`src/rtl/display_pkg.sv`:
```
// Shared constants for the countdown timer / display slice.
// State encoding, blank levels and count range.
package display_pkg;

  typedef enum logic [1:0] {
    ST_IDLE  = 2'd0,
    ST_RUN   = 2'd1,
    ST_PAUSE = 2'd2,
    ST_DONE  = 2'd3
  } state_t;

  localparam logic BLANK_ON  = 1'b1;
  localparam logic BLANK_OFF = 1'b0;

  localparam logic [3:0] MAX_COUNT = 4'd15;

endpackage

```
`src/rtl/btn_sync_edge.sv`:
```
// Button synchronizer: 2-flop sync plus registered rising-edge pulse.
// Ports: clk, rst_n, btn (async level) -> pulse (1 cycle, 3 edges latency).
module btn_sync_edge (
  input  logic clk,
  input  logic rst_n,
  input  logic btn,
  output logic pulse
);

  logic s1;
  logic s2;
  logic s3;

  always_ff @(posedge clk or negedge rst_n) begin
    if (!rst_n) begin
      s1    <= 1'b0;
      s2    <= 1'b0;
      s3    <= 1'b0;
      pulse <= 1'b0;
    end else begin
      s1    <= btn;
      s2    <= s1;
      s3    <= s2;
      pulse <= s2 & ~s3;
    end
  end

endmodule

```
`src/rtl/countdown_timer.sv`:
```
// Loadable 4-bit countdown timer feeding the 7-segment decoder.
// Ports: clk, rst_n, start_btn, clear_btn, load_val -> data, blank, done.
// Optional: COUNTDOWN_TIMER_BLINK_ON_DONE_EN blinks the display in DONE.
module countdown_timer
  import display_pkg::*;
#(
  parameter int CLK_HZ  = 50000000,
  parameter int TICK_HZ = 1
) (
  input  logic       clk,
  input  logic       rst_n,
  input  logic       start_btn,
  input  logic       clear_btn,
  input  logic [3:0] load_val,
  output logic [3:0] data,
  output logic       blank,
  output logic       done
);

  localparam int DIV = CLK_HZ / TICK_HZ;
  localparam int PW  = (DIV > 1) ? $clog2(DIV) : 1;

  localparam logic [PW-1:0] P_LAST = PW'(DIV - 1);

`ifdef COUNTDOWN_TIMER_BLINK_ON_DONE_EN
  localparam logic [PW-1:0] P_HALF = PW'(DIV / 2 - 1);
  localparam logic DONE_BLANK = BLANK_ON;
`else
  localparam logic DONE_BLANK = BLANK_OFF;
`endif

  if (DIV < 2 || (DIV % 2) != 0) begin : g_bad_div
    $error("DIV must be even and at least 2");
  end

  state_t        state;
  state_t        nstate;
  logic [3:0]    ncount;
  logic [PW-1:0] presc;
  logic [PW-1:0] npre;
  logic [PW-1:0] pre_inc;
  logic          nblank;
  logic          ndone;
  logic          tick;
  logic          start_p;
  logic          clear_p;

  btn_sync_edge u_start (
    .clk   (clk),
    .rst_n (rst_n),
    .btn   (start_btn),
    .pulse (start_p)
  );

  btn_sync_edge u_clear (
    .clk   (clk),
    .rst_n (rst_n),
    .btn   (clear_btn),
    .pulse (clear_p)
  );

  assign tick    = (presc == P_LAST);
  assign pre_inc = tick ? '0 : presc + 1'b1;

  always_ff @(posedge clk or negedge rst_n) begin
    if (!rst_n) begin
      state <= ST_IDLE;
      data  <= 4'd0;
      presc <= '0;
      blank <= BLANK_ON;
      done  <= 1'b0;
    end else begin
      state <= nstate;
      data  <= ncount;
      presc <= npre;
      blank <= nblank;
      done  <= ndone;
    end
  end

  always_comb begin
    nstate = state;
    ncount = data;
    npre   = presc;
    nblank = blank;
    ndone  = 1'b0;
    unique case (state)
      ST_IDLE: begin
        ncount = load_val;
        nblank = BLANK_OFF;
        npre   = '0;
        if (start_p) begin
          if (load_val != 4'd0) begin
            nstate = ST_RUN;
          end else begin
            nstate = ST_DONE;
            ndone  = 1'b1;
            nblank = DONE_BLANK;
          end
        end
      end
      ST_RUN: begin
        npre = pre_inc;
        // last tick: DONE beats a coincident pause
        if (tick && data <= 4'd1) begin
          ncount = 4'd0;
          nstate = ST_DONE;
          ndone  = 1'b1;
          npre   = '0;
          nblank = DONE_BLANK;
        end else begin
          if (tick) ncount = data - 4'd1;
          if (start_p) nstate = ST_PAUSE;
        end
      end
      ST_PAUSE: begin
        if (start_p) nstate = ST_RUN;
      end
      ST_DONE: begin
        ncount = 4'd0;
`ifdef COUNTDOWN_TIMER_BLINK_ON_DONE_EN
        npre = pre_inc;
        if (tick || presc == P_HALF) nblank = ~blank;
`else
        npre   = '0;
        nblank = BLANK_OFF;
`endif
      end
      default: nstate = ST_IDLE;
    endcase
    if (clear_p) begin
      nstate = ST_IDLE;
      npre   = '0;
      ndone  = 1'b0;
      ncount = load_val;
      nblank = BLANK_OFF;
    end
  end

endmodule
```
`config.mk`:
```
export PLATFORM = sky130hd
export DESIGN_NAME = countdown_timer
export DESIGN_NICKNAME = d
export VERILOG_FILES = /design/src/rtl/display_pkg.sv /design/src/rtl/btn_sync_edge.sv /design/src/rtl/countdown_timer.sv
export SDC_FILE = /design/constraint.sdc
export NUM_CORES = 1
export LEC_CHECK = 0
export ABC_AREA = 0
export CAP_MARGIN = 20
export CORE_UTILIZATION = 62
export CTS_CLUSTER_SIZE = 25
export DETAILED_ROUTE_END_ITERATION = 6
export PLACE_DENSITY = 0.83
export SLEW_MARGIN = 25
export SYNTH_ARGS = -nofsm -noshare
export SYNTH_HDL_FRONTEND = slang
export SYNTH_HIERARCHICAL = 1
export SYNTH_SLANG_ARGS = --single-unit
```
`constraint.sdc`:
```
create_clock -name clk -period 3.7 [get_ports clk]
set_input_delay 0.37 -clock clk [delete_from_list [all_inputs] [get_ports clk]]
set_output_delay 0.37 -clock clk [all_outputs]
set_load 0.1 [all_outputs]
```
==> impl_metrics.ini, run 1 <==
[status]
status = finished, final reports clean

[sta]
fin_worst_skew_ns = 0.01033
layout_setup_ws_ns = 1.118
setup_tns_ns = 0
rsz0062_at_grt = no
finalHoldViolCount = 0
min_period_ns = 2.582
finalSetupViolCount = 0
slew_viol_final = 0
fin_crit_sh = 0.6977
max_freq_mhz = 387.4
worstMarginPinSlew_ns = 0.9723
slew_headroom = 0.3497

[floorplanning]
dieHeight_um = 63.63
die_x_um = 63.63
ios = 14
start_util = 0.6432
die_area_um2 = 4048
rows = 22
core-area_um2 = 3661

[place]
routabilityCongestion = 0.8522
dpl_worst_slack_ns = 1.164
dp_hpwl_mm = 3.251
place_area_um2 = 2505
port_buffers = 13

[worst_setup_path]
crit_slowest_cell = or4_4
critical_path_class = flop to flop
path_common_cell = inv_1
reg2reg_depth = 7
rrSetupSlack_ns = 1.12
crit_buf_inv = 2
cp-start-kind = flop
cp_cell_sequence = inv_1, ha_1, inv_1, or4_4, o21ai_2, a2bb2oi_1, mux2i_1
end_kind = flop
crit_path_end = presc[8]
cp_max_fo = 14
timing.rr.start = state[1]
max_stage_delay_ns = 0.59
crit_arrival_ns = 2.76
critPathTopFamily = compound AO/OA/AOI/OAI gates
cp.required_ns = 3.88
reg2reg_to = presc[8]
cp.depth = 7
cp-startpoint = state[1]

[logic_synthesis]
synth_nets = 257
yosysSeqAreaShare = 0.4469
synthFlopType = dfrtp_1
ys_seq_elements = 42
synth_most_common_cell = dfrtp_1
ys_types = 54
yosys.area.top_type = dfrtp_1
synth_area_leaders = dfrtp_1, ha_1, nand2_1, nor2_1, nand4_1
synth_area_um2 = 2355
ys_warn_count = 6
avgSynthCellArea_um2 = 9.730
netlist_instances = 242
yosysTopAreaCellShare = 0.4357
synth_common_cells = dfrtp_1, nand2_1, nor2_1
synth_edf_count = 0
synthArstFlopShare = 1.000

[clock_network]
cts_buffer_depth = 2
cts-root-buf = clkbuf_8
cts-resized-gates = 0
path_clk_slew_ns = 0.09
cts_tree = built
cts_hold_buffers = 0
cts_setup_buffers = 0
cts.sinks = 42
numCtsBuffers = 5
insertion_delay_ns = 0.30
cts_max_level = 2

[routing]
ant_nets = 0
finalWirelength_mm = 4.764
via_count = 1861
drc_errors = 0
initialDrtViolationCount = 150
dr.pass1.iters = 4
via_per_inst = 6.122
drt-wirelength-per-cell_um = 15.67

[finish]
design_area_um2 = 2658
drive_above_1_share = 0.09766
area_growth_pct = 12.86
fin_nets = 270
antenna_cells = 0
fill_cells = 263

[flow_run]
maxCapViolCount = 0

[power]
power_density_nw_per_um2 = 675.9
ir_drop_v = 0.0003826
leakagePower_nw = 1.075

[global_routing]
globalRouteTotalUtil = 0.2686
grt_pass1_vias = 1795
gr-total-overflow = 0
grt_max_degree = 43
antenna_found_initial = 0
grt_pass1_wl_mm = 8.383

[worst_hold_path]
hp-class = primary input to asynchronous set/reset pin
per-layer routing:
layer,GRT usage,wire [µm],up-vias
li1,-,-,920
met1,0.3775,2308,879
met2,0.3923,2170,52
met3,0.07609,208,10
met4,0.09943,76,0
met5,0,0,-
placed cells by master (no fill, tap or decap), types with 6 or more instances in the layout:
cell / count
a21oi_1: 7
a2bb2oi_1: 6
a31oi_1: 9
clkbuf_8: 6
clkdlybuf4s50_1: 12
dfrtp_1: 41
ha_1: 7
inv_1: 8
nand2_1: 23
nand3_1: 13
nand4_1: 12
nor2_1: 22
nor3_1: 10
o21ai_0: 6
xor2_1: 7
how the worst min path moves through the flow:
| stage | startpoint | endpoint | slack (ns) | depth (start not counted) |
|---|---|---|---|---|
| global route | rst_n | data[1] | 0.09 | 1 |
| global placement | u_start/s1 | u_start/s2 | 0.33 | 0 |
| CTS | rst_n | data[1] | 0.24 | 1 |
| floorplan | rst_n | data[0] | 0.07 | 0 |
| detailed placement | u_start/s1 | u_start/s2 | 0.34 | 0 |
| finish | rst_n | presc[13] | 0.03 | 1 |
power breakdown:
group | leakage, nW | internal, mW | total [mW] | switching [mW]
Clock | 0.0714 | 0.288 | 0.453 | 0.165
Combinational | 0.447 | 0.268 | 0.791 | 0.523
Sequential | 0.557 | 0.505 | 0.552 | 0.0470
logic make-up after synthesis:
kind of cell / synth area share
and+or+nand+nor: 0.2747
buffers and inverters: 0.02763
adders and majority gates: 0.03719
AOI/OAI and AO/OA: 0.1440
DFF: 0.4469
muxes: 0.02869
xor gates and xnor gates: 0.04091
per-stage QoR:
| stage | utilization | std cells | power [mW] | hold WS, ns |
|---|---|---|---|---|
| after global placement | 0.6842 | 296 | 1.322 | 0.3315 |
| after floorplan | - | 242 | 1.177 | 0.07441 |
| after global routing | 0.7259 | 304 | 1.895 | 0.08770 |
| after CTS | 0.7232 | 304 | 1.793 | 0.2372 |
| final | 0.7259 | 304 | 1.796 | 0.03482 |
| after detailed placement | 0.6842 | 296 | 1.342 | 0.3358 |
sequential cells by signal, indices dropped and copies added (netlist names):
name and flops:
data 4, blank 1, u_start/s3 1, u_start/s1 1
state 2, u_start/s2 1, u_clear/pulse 1, done 1
u_clear/s1 1, u_clear/s2 1, u_start/pulse 1, u_clear/s3 1
presc 26
worst register-to-register path: stages, from the launching register on:
cell,delay (ns)
dfrtp_1,0.40
inv_1,0.09
ha_1,0.37
inv_1,0.18
or4_4,0.59
o21ai_2,0.50
a2bb2oi_1,0.23
mux2i_1,0.09
final cells by class:
class	count	area, µm²	share of cell area
Tap cell	48	60.06	0.02260
Sequential cell	42	1052	0.3960
Clock inverter	2	60.06	0.02260
Inverter	8	30.03	0.01130
Clock buffer	6	82.58	0.03107
Multi-Input combinational cell	185	1245	0.4685
Timing Repair Buffer	13	127.6	0.04802
(Power assumes the default switching activity.)
==> run 2, diff against run 1 <==
- CORE_UTILIZATION: 62 -> 53
- PLACE_DENSITY: 0.83 -> 0.75
- clock period: 3.7 -> 2.12 ns (I/O delays scaled with it)
==> run 2 against run 1 <==
  * The run now ends with hold timing left
  * Sequential share of layout area decreased by 2.5 points
  * Wire length increased by 7.8%
  * First-iteration DRC count fell by 15%
  * Via count rose by 7.7%
  * Utilization fell by 4.0 points
  * Flip-flop and latch count stayed put
  * Hold slack lost 0.049 ns
  * Cell count up 9.5%
  * Sequential power increased by 73%
  * Die area rose by 16%
  * Critical path type unchanged
  * Largest power group unchanged
  * Highest routed layer unchanged
==> impl_metrics.ini, run 2 (synthesis gave the netlist of run 1 again) <==
[status]
status = finished with violations
violations = hold timing

[worst_setup_path]
cp.depth = 7
critical_path_class = flop to flop
max_stage_delay_ns = 0.54
cp-start-kind = flop
rrSetupSlack_ns = 0.06
end_kind = flop
cp.required_ns = 2.32
crit_slowest_cell = or4_4
cp_cell_sequence = inv_1, ha_1, nor3b_2, or4_4, nor3_1, a2bb2oi_2, nor2_1
crit_arrival_ns = 2.27
reg2reg_to = presc[16]
critPathTopFamily = simple AND/OR/NAND/NOR gates
cp_max_fo = 6
reg2reg_depth = 7
crit_buf_inv = 1
timing.rr.start = state[1]

[global_routing]
grt.busiest_layer = met2
use_met2 = 0.3860
grt_pass1_wl_mm = 8.307
grtUsageMet1 = 0.3312
grt_pass1_vias = 1848
globalRouteTotalUtil = 0.2442
grt_max_degree = 38
antenna_found_initial = 0
gr-total-overflow = 0
grt_use_met3 = 0.05428

[clock_network]
cts_buffer_depth = 2
cts_tree = built
cts-root-buf = clkbuf_8
cts.sinks = 42
numCtsBuffers = 5
cts_max_level = 2
path_clk_slew_ns = 0.09
cts_hold_buffers = 0
insertion_delay_ns = 0.30

[sta]
slew_viol_final = 0
finalHoldViolCount = 6
setup_tns_ns = 0
worstMarginPinSlew_ns = 0.8239
fin_crit_sh = 0.9737
max_freq_mhz = 484.5
holdWs_ns = -0.01397
min_period_ns = 2.064
fin_worst_skew_ns = 0.01042
slew_headroom = 0.4507
finalSetupViolCount = 0

[finish]
antenna_cells = 0
drive_above_1_share = 0.2261
final_common_cell = dfrtp_1
area_growth_pct = 20.72
regMostFlops = presc
final_util = 0.6860
largest_register_ffs = 26
final_cell_mix = dfrtp_1, buf_4, nand2_1
biggestRegsByFlops = presc x26, data x4, state x2
fill_cells = 346
fin_nets = 297

[routing]
finalWirelength_mm = 5.135
dr.pass1.iters = 4
ant_nets = 0
via_per_inst = 6.021
initialDrtViolationCount = 127
via_count = 2005
drt-wirelength-per-cell_um = 15.42
drc_errors = 0

[place]
routabilityCongestion = 0.8128
port_buffers = 13
dp_hpwl_mm = 3.659

[power]
power_density_nw_per_um2 = 1144
ir_drop_v = 0.0005823
p_switching_mw = 1.359
swShare = 0.4180
p_comb_frac = 0.510
leakagePower_nw = 1.204
power_frac_seq = 0.294
p_clk_frac = 0.197
internal-power_mw = 1.892

[floorplanning]
rows = 23
die_area_um2 = 4714
start_util = 0.5682
die_x_um = 68.66
dieHeight_um = 68.66
ios = 14
core-area_um2 = 4144

[worst_hold_path]
hp-class = primary input to asynchronous set/reset pin

[flow_run]
maxCapViolCount = 0
run 2: changes by cell type in the layout (fill, tap and decap cells not counted), moves of 2 or more:
cell             previous run  this run
a2bb2oi_1                   6         4
a2bb2oi_2                   0         2
buf_4                       1        32
clkdlybuf4s50_1            12         6
dfrtp_1                    41        39
dfrtp_2                     0         2
run 2: worst max path at each step:
stage	slack, ns	startpoint	endpoint
2_1_floorplan	0.002	data[0]	state[0]
3_3_place_gp	0.05	presc[10]	presc[8]
3_5_place_dp	0.03	presc[10]	presc[8]
4_1_cts	0.02	state[0]	presc[14]
5_1_grt	-0.04	state[0]	presc[16]
6_report	0.06	state[1]	presc[16]
run 2: cell type report:
class	count	area [µm²]	area share
Clock buffer	6	72.57	0.02553
Clock inverter	2	37.54	0.01320
Inverter	8	30.03	0.01056
Multi-Input combinational cell	185	1269	0.4463
Sequential cell	42	1055	0.3710
Tap cell	50	62.56	0.02201
Timing Repair Buffer	40	316.6	0.1114
run 2: through the flow:
stage | std cells | area, µm² | hold WS, ns | total power [mW] | setup WS, ns
2_1_floorplan | 242 | 2357 | -0.08359 | 2.057 | 0.002488
3_3_place_gp | 324 | 2690 | 0.3328 | 2.508 | 0.05498
3_5_place_dp | 324 | 2690 | 0.3347 | 2.536 | 0.02802
4_1_cts | 332 | 2800 | 0.03174 | 3.190 | 0.02341
5_1_grt | 333 | 2843 | 0.07379 | 3.454 | -0.03588
6_report | 333 | 2843 | -0.01397 | 3.251 | 0.05582
run 2: worst reg2reg max path: stages (launching register included):
cell	delay, ns
dfrtp_1	0.41
inv_1	0.11
ha_1	0.26
nor3b_2	0.17
or4_4	0.54
nor3_1	0.27
a2bb2oi_2	0.16
nor2_1	0.05
run 2: power groups by stage:
stage          combinational, mW  sequential [mW]  clock (mW)
6_report                    1.66            0.955       0.639
5_1_grt                     1.79            0.972       0.689
4_1_cts                     1.58            0.957       0.655
3_5_place_dp                1.56            0.973           0
3_3_place_gp                1.54            0.971           0
2_1_floorplan              0.818             1.24           0
run 2: metal layers:
layer / share of wire / routed length, µm / vias to the layer above
li1: - / - / 982
met1: 0.48 / 2469 / 975
met2: 0.46 / 2352 / 42
met3: 0.050 / 258 / 6
met4: 0.011 / 55 / 0
met5: 0 / 0 / -
run 2: timing repair:
action	CTS	global route
endpoints found under the hold margin	0	0
setup buffers	0	1
resized for setup	0	7
setup endpoints to repair	0	13
==> edit, RTL diff (settings of run 1) <==
Register the output `done` once more; this adds one clock of latency there. The other outputs are not delayed to match.
--- a/src/rtl/countdown_timer.sv
+++ b/src/rtl/countdown_timer.sv
@@ -21,6 +21,8 @@
   localparam int PW  = (DIV > 1) ? $clog2(DIV) : 1;
 
   localparam logic [PW-1:0] P_LAST = PW'(DIV - 1);
+
+  logic done_s0;
 
 `ifdef COUNTDOWN_TIMER_BLINK_ON_DONE_EN
   localparam logic [PW-1:0] P_HALF = PW'(DIV / 2 - 1);
@@ -68,13 +70,13 @@
       data  <= 4'd0;
       presc <= '0;
       blank <= BLANK_ON;
-      done  <= 1'b0;
+      done_s0 <= 1'b0;
     end else begin
       state <= nstate;
       data  <= ncount;
       presc <= npre;
       blank <= nblank;
-      done  <= ndone;
+      done_s0 <= ndone;
     end
   end
 
@@ -137,4 +139,8 @@
     end
   end
 
+  always_ff @(posedge clk) begin
+    done <= done_s0;
+  end
+
 endmodule
Check against the original RTL: not equivalent (Yosys sat finds a counterexample within 10 cycles, from zero or initial values and one cycle with rst_n low).
==> edit against run 1 <==
- wire length grew 2.9%
- cell area increased by 0.56%
- sequential share of layout area rose by 0.53 points
- power fell by 3.3%
- first-iteration DRC count increased by 51%
- sequential cell count up 1
- setup slack better by 0.028 ns
- worst hold slack better by 0.32 ns
- count of clock-buffer cells in the layout unchanged
- critical path depth fell by 1
- synthesized area grew 0.85%
- synthesized cell count increased by 0.41%
- via count is 2.6% higher
- critical path type unchanged
- largest cell class unchanged
==> edit: results (changes against run 1) <==
* Outcome: finished clean
* Kind of cell adding the most delay to the critical path: compound AO/OA/AOI/OAI gates
* Maximum number of pins on one net before global-route repair at 43 (unchanged)
* Vias in the first global route at 1817 (+1.2%)
* Total Routing Usage GR at 0.273 (+0.00420)
* Fill cells at 278 (+5.7%)
* Share of the synthesized netlist area taken by xor and xnor gates at 0.0406 (-0.000345)
* Clk_lat worst skew at 0.30 ns (about the same)
* Share of synthesized cell area in full adder, half adder and majority cells at 0.0369 (-0.000314)
* Share of synthesized area spent on multiplexers at 0.0285 (-0.000242)
* Number of buffers created by CTS at 5 (unchanged)
* Kind of critical path: reg -> reg
* Detail-routed net length per standard cell at 16.0 um (+1.8%)
* Capturing element of the worst setup path: presc[19]
* Dominant register cell in the synthesized netlist: dfrtp_1
* Clock sink count at 43 (+2.4%)
* HPWL after detailed placement at 3370 um (+3.5%)
* Max Fanout on Critical Path at 17 (+3)
* Leakage power summed over all cells at 0.00109 uW (+0.92%)
* Number of antenna violations at the first check in global routing at 0 (unchanged)
* Resize count post-CTS at 0 (unchanged)
* Compound-Gate Fraction of Synth Area at 0.143 (-0.00121)
* Class of the most critical hold timing path: reg -> reg
* Clock transition at the registers of the reported paths at 0.08 ns
* Number of iterations in the first detailed-routing pass at 4 (unchanged)
* Arrival time worst endpoint at 2.78 ns (+0.02 ns)
* Slack of the worst reg-to-reg path at 1.15 ns (+0.03 ns)
* Fraction of layout instances using a drive strength above 1 at 0.100 (+0.00273)
* Share of flip-flops with an asynchronous set or reset after synthesis at 0.977 (-0.0233)
* Yosys Warn Count at 6 (unchanged)
* Largest incremental delay on the critical path at 0.87 ns (+0.28 ns)
* Layout net count at 273 (+1.1%)
* Worst relative slew slack at 0.303 (-0.0468)
* Clk root buf: clkbuf_8
* H-tree depth reported by CTS at 2 (unchanged)
* Antenna Diode Count at 0 (unchanged)
* Hold-fix buffers, CTS at 0 (unchanged)
* Vias/cell at 6.22 (+1.6%)
* Slowest library cell on the worst path: a211oi_2
* Weighted congestion at the end of routability-driven global placement at 0.851 (-0.20%)
* Post-Synthesis Net Count at 258 (+0.39%)
* Sequential-to-total area share from yosys stat at 0.452 (+0.00466)
* Setup clock skew after layout at 0.00674 ns (-0.00359 ns)
* Global-route wire length before repair at 8380 um (about the same)
* Largest registers in the final layout: presc: 26 flops, data: 4 flops, state: 2 flops
* Reg-to-reg critical path startpoint: presc[0]
* Number of unique standard cell types used by synthesis at 55 (+1.9%)
* Leading post-synthesis cells by instance count: dfrtp_1 (41), nand2_1 (23), nor2_1 (22)
* Top cells by area, synth: dfrtp_1 (43%), ha_1 (3.7%), nand2_1 (3.6%)
* Maximum clock path buffer count at 2 (unchanged)
* Count of routing violations after the opening detailed-route iteration at 226 (+51%)
* Depth of the most critical reg-to-reg path at 6 (-1)
* Post-CTS Setup Repair Bufs at 0 (unchanged)
* Worst-case vdd ir drop at 0.000373 V (-2.4%)
==> edit: through the flow <==
stage	worst slack, ns	instance area (sq um)	instances	total power, uW
global placement	1.28	2520	297	1330
floorplan	1.27	2370	243	1190
CTS	1.17	2640	305	1740
global route	1.01	2670	307	1830
finish	1.15	2670	307	1740
detailed placement	1.21	2520	297	1350
==> edit: how the worst min path moves through the flow <==
stage	from	end	slack, ns	cells past startpoint
2_1_floorplan	rst_n	data[0]	0.07	0
3_3_place_gp	done_s0	done	0.33	0
3_5_place_dp	done_s0	done	0.33	0
4_1_cts	rst_n	data[1]	0.22	1
5_1_grt	done_s0	done	0.36	0
6_report	done_s0	done	0.35	0
==> edit: power by group <==
| part | total (uW) | leakage (uW) | internal [uW] | switching [uW] |
|---|---|---|---|---|
| clock network | 379 | 0.0000612 | 218 | 161 |
| registers | 567 | 0.000565 | 516 | 51.7 |
| logic | 791 | 0.000459 | 268 | 523 |
==> edit: cell type report <==
| cell class | instances | share of cell area |
|---|---|---|
| Multi-Input combinational cell | 185 | 0.463 |
| Sequential cell | 43 | 0.401 |
| Timing Repair Buffer | 15 | 0.0581 |
| Clock buffer | 6 | 0.0309 |
| Tap cell | 48 | 0.0225 |
| Clock inverter | 2 | 0.0131 |
| Inverter | 8 | 0.0112 |
==> edit: kinds of logic (layout without fill, tap and decap cells) <==
group	count (synthesis)	count (layout)
simple gates	113	113
compound gates	48	48
flops	43	43
buf+inv	15	31
xor+xnor	11	11
fa+ha+maj	7	7
mux	6	6
==> edit: routing by layer <==
layer  GRT usage  part of all wire
met3      0.0750             0.051
met4       0.111             0.014
met2       0.418              0.47
met1       0.366              0.46
met5           0                 0
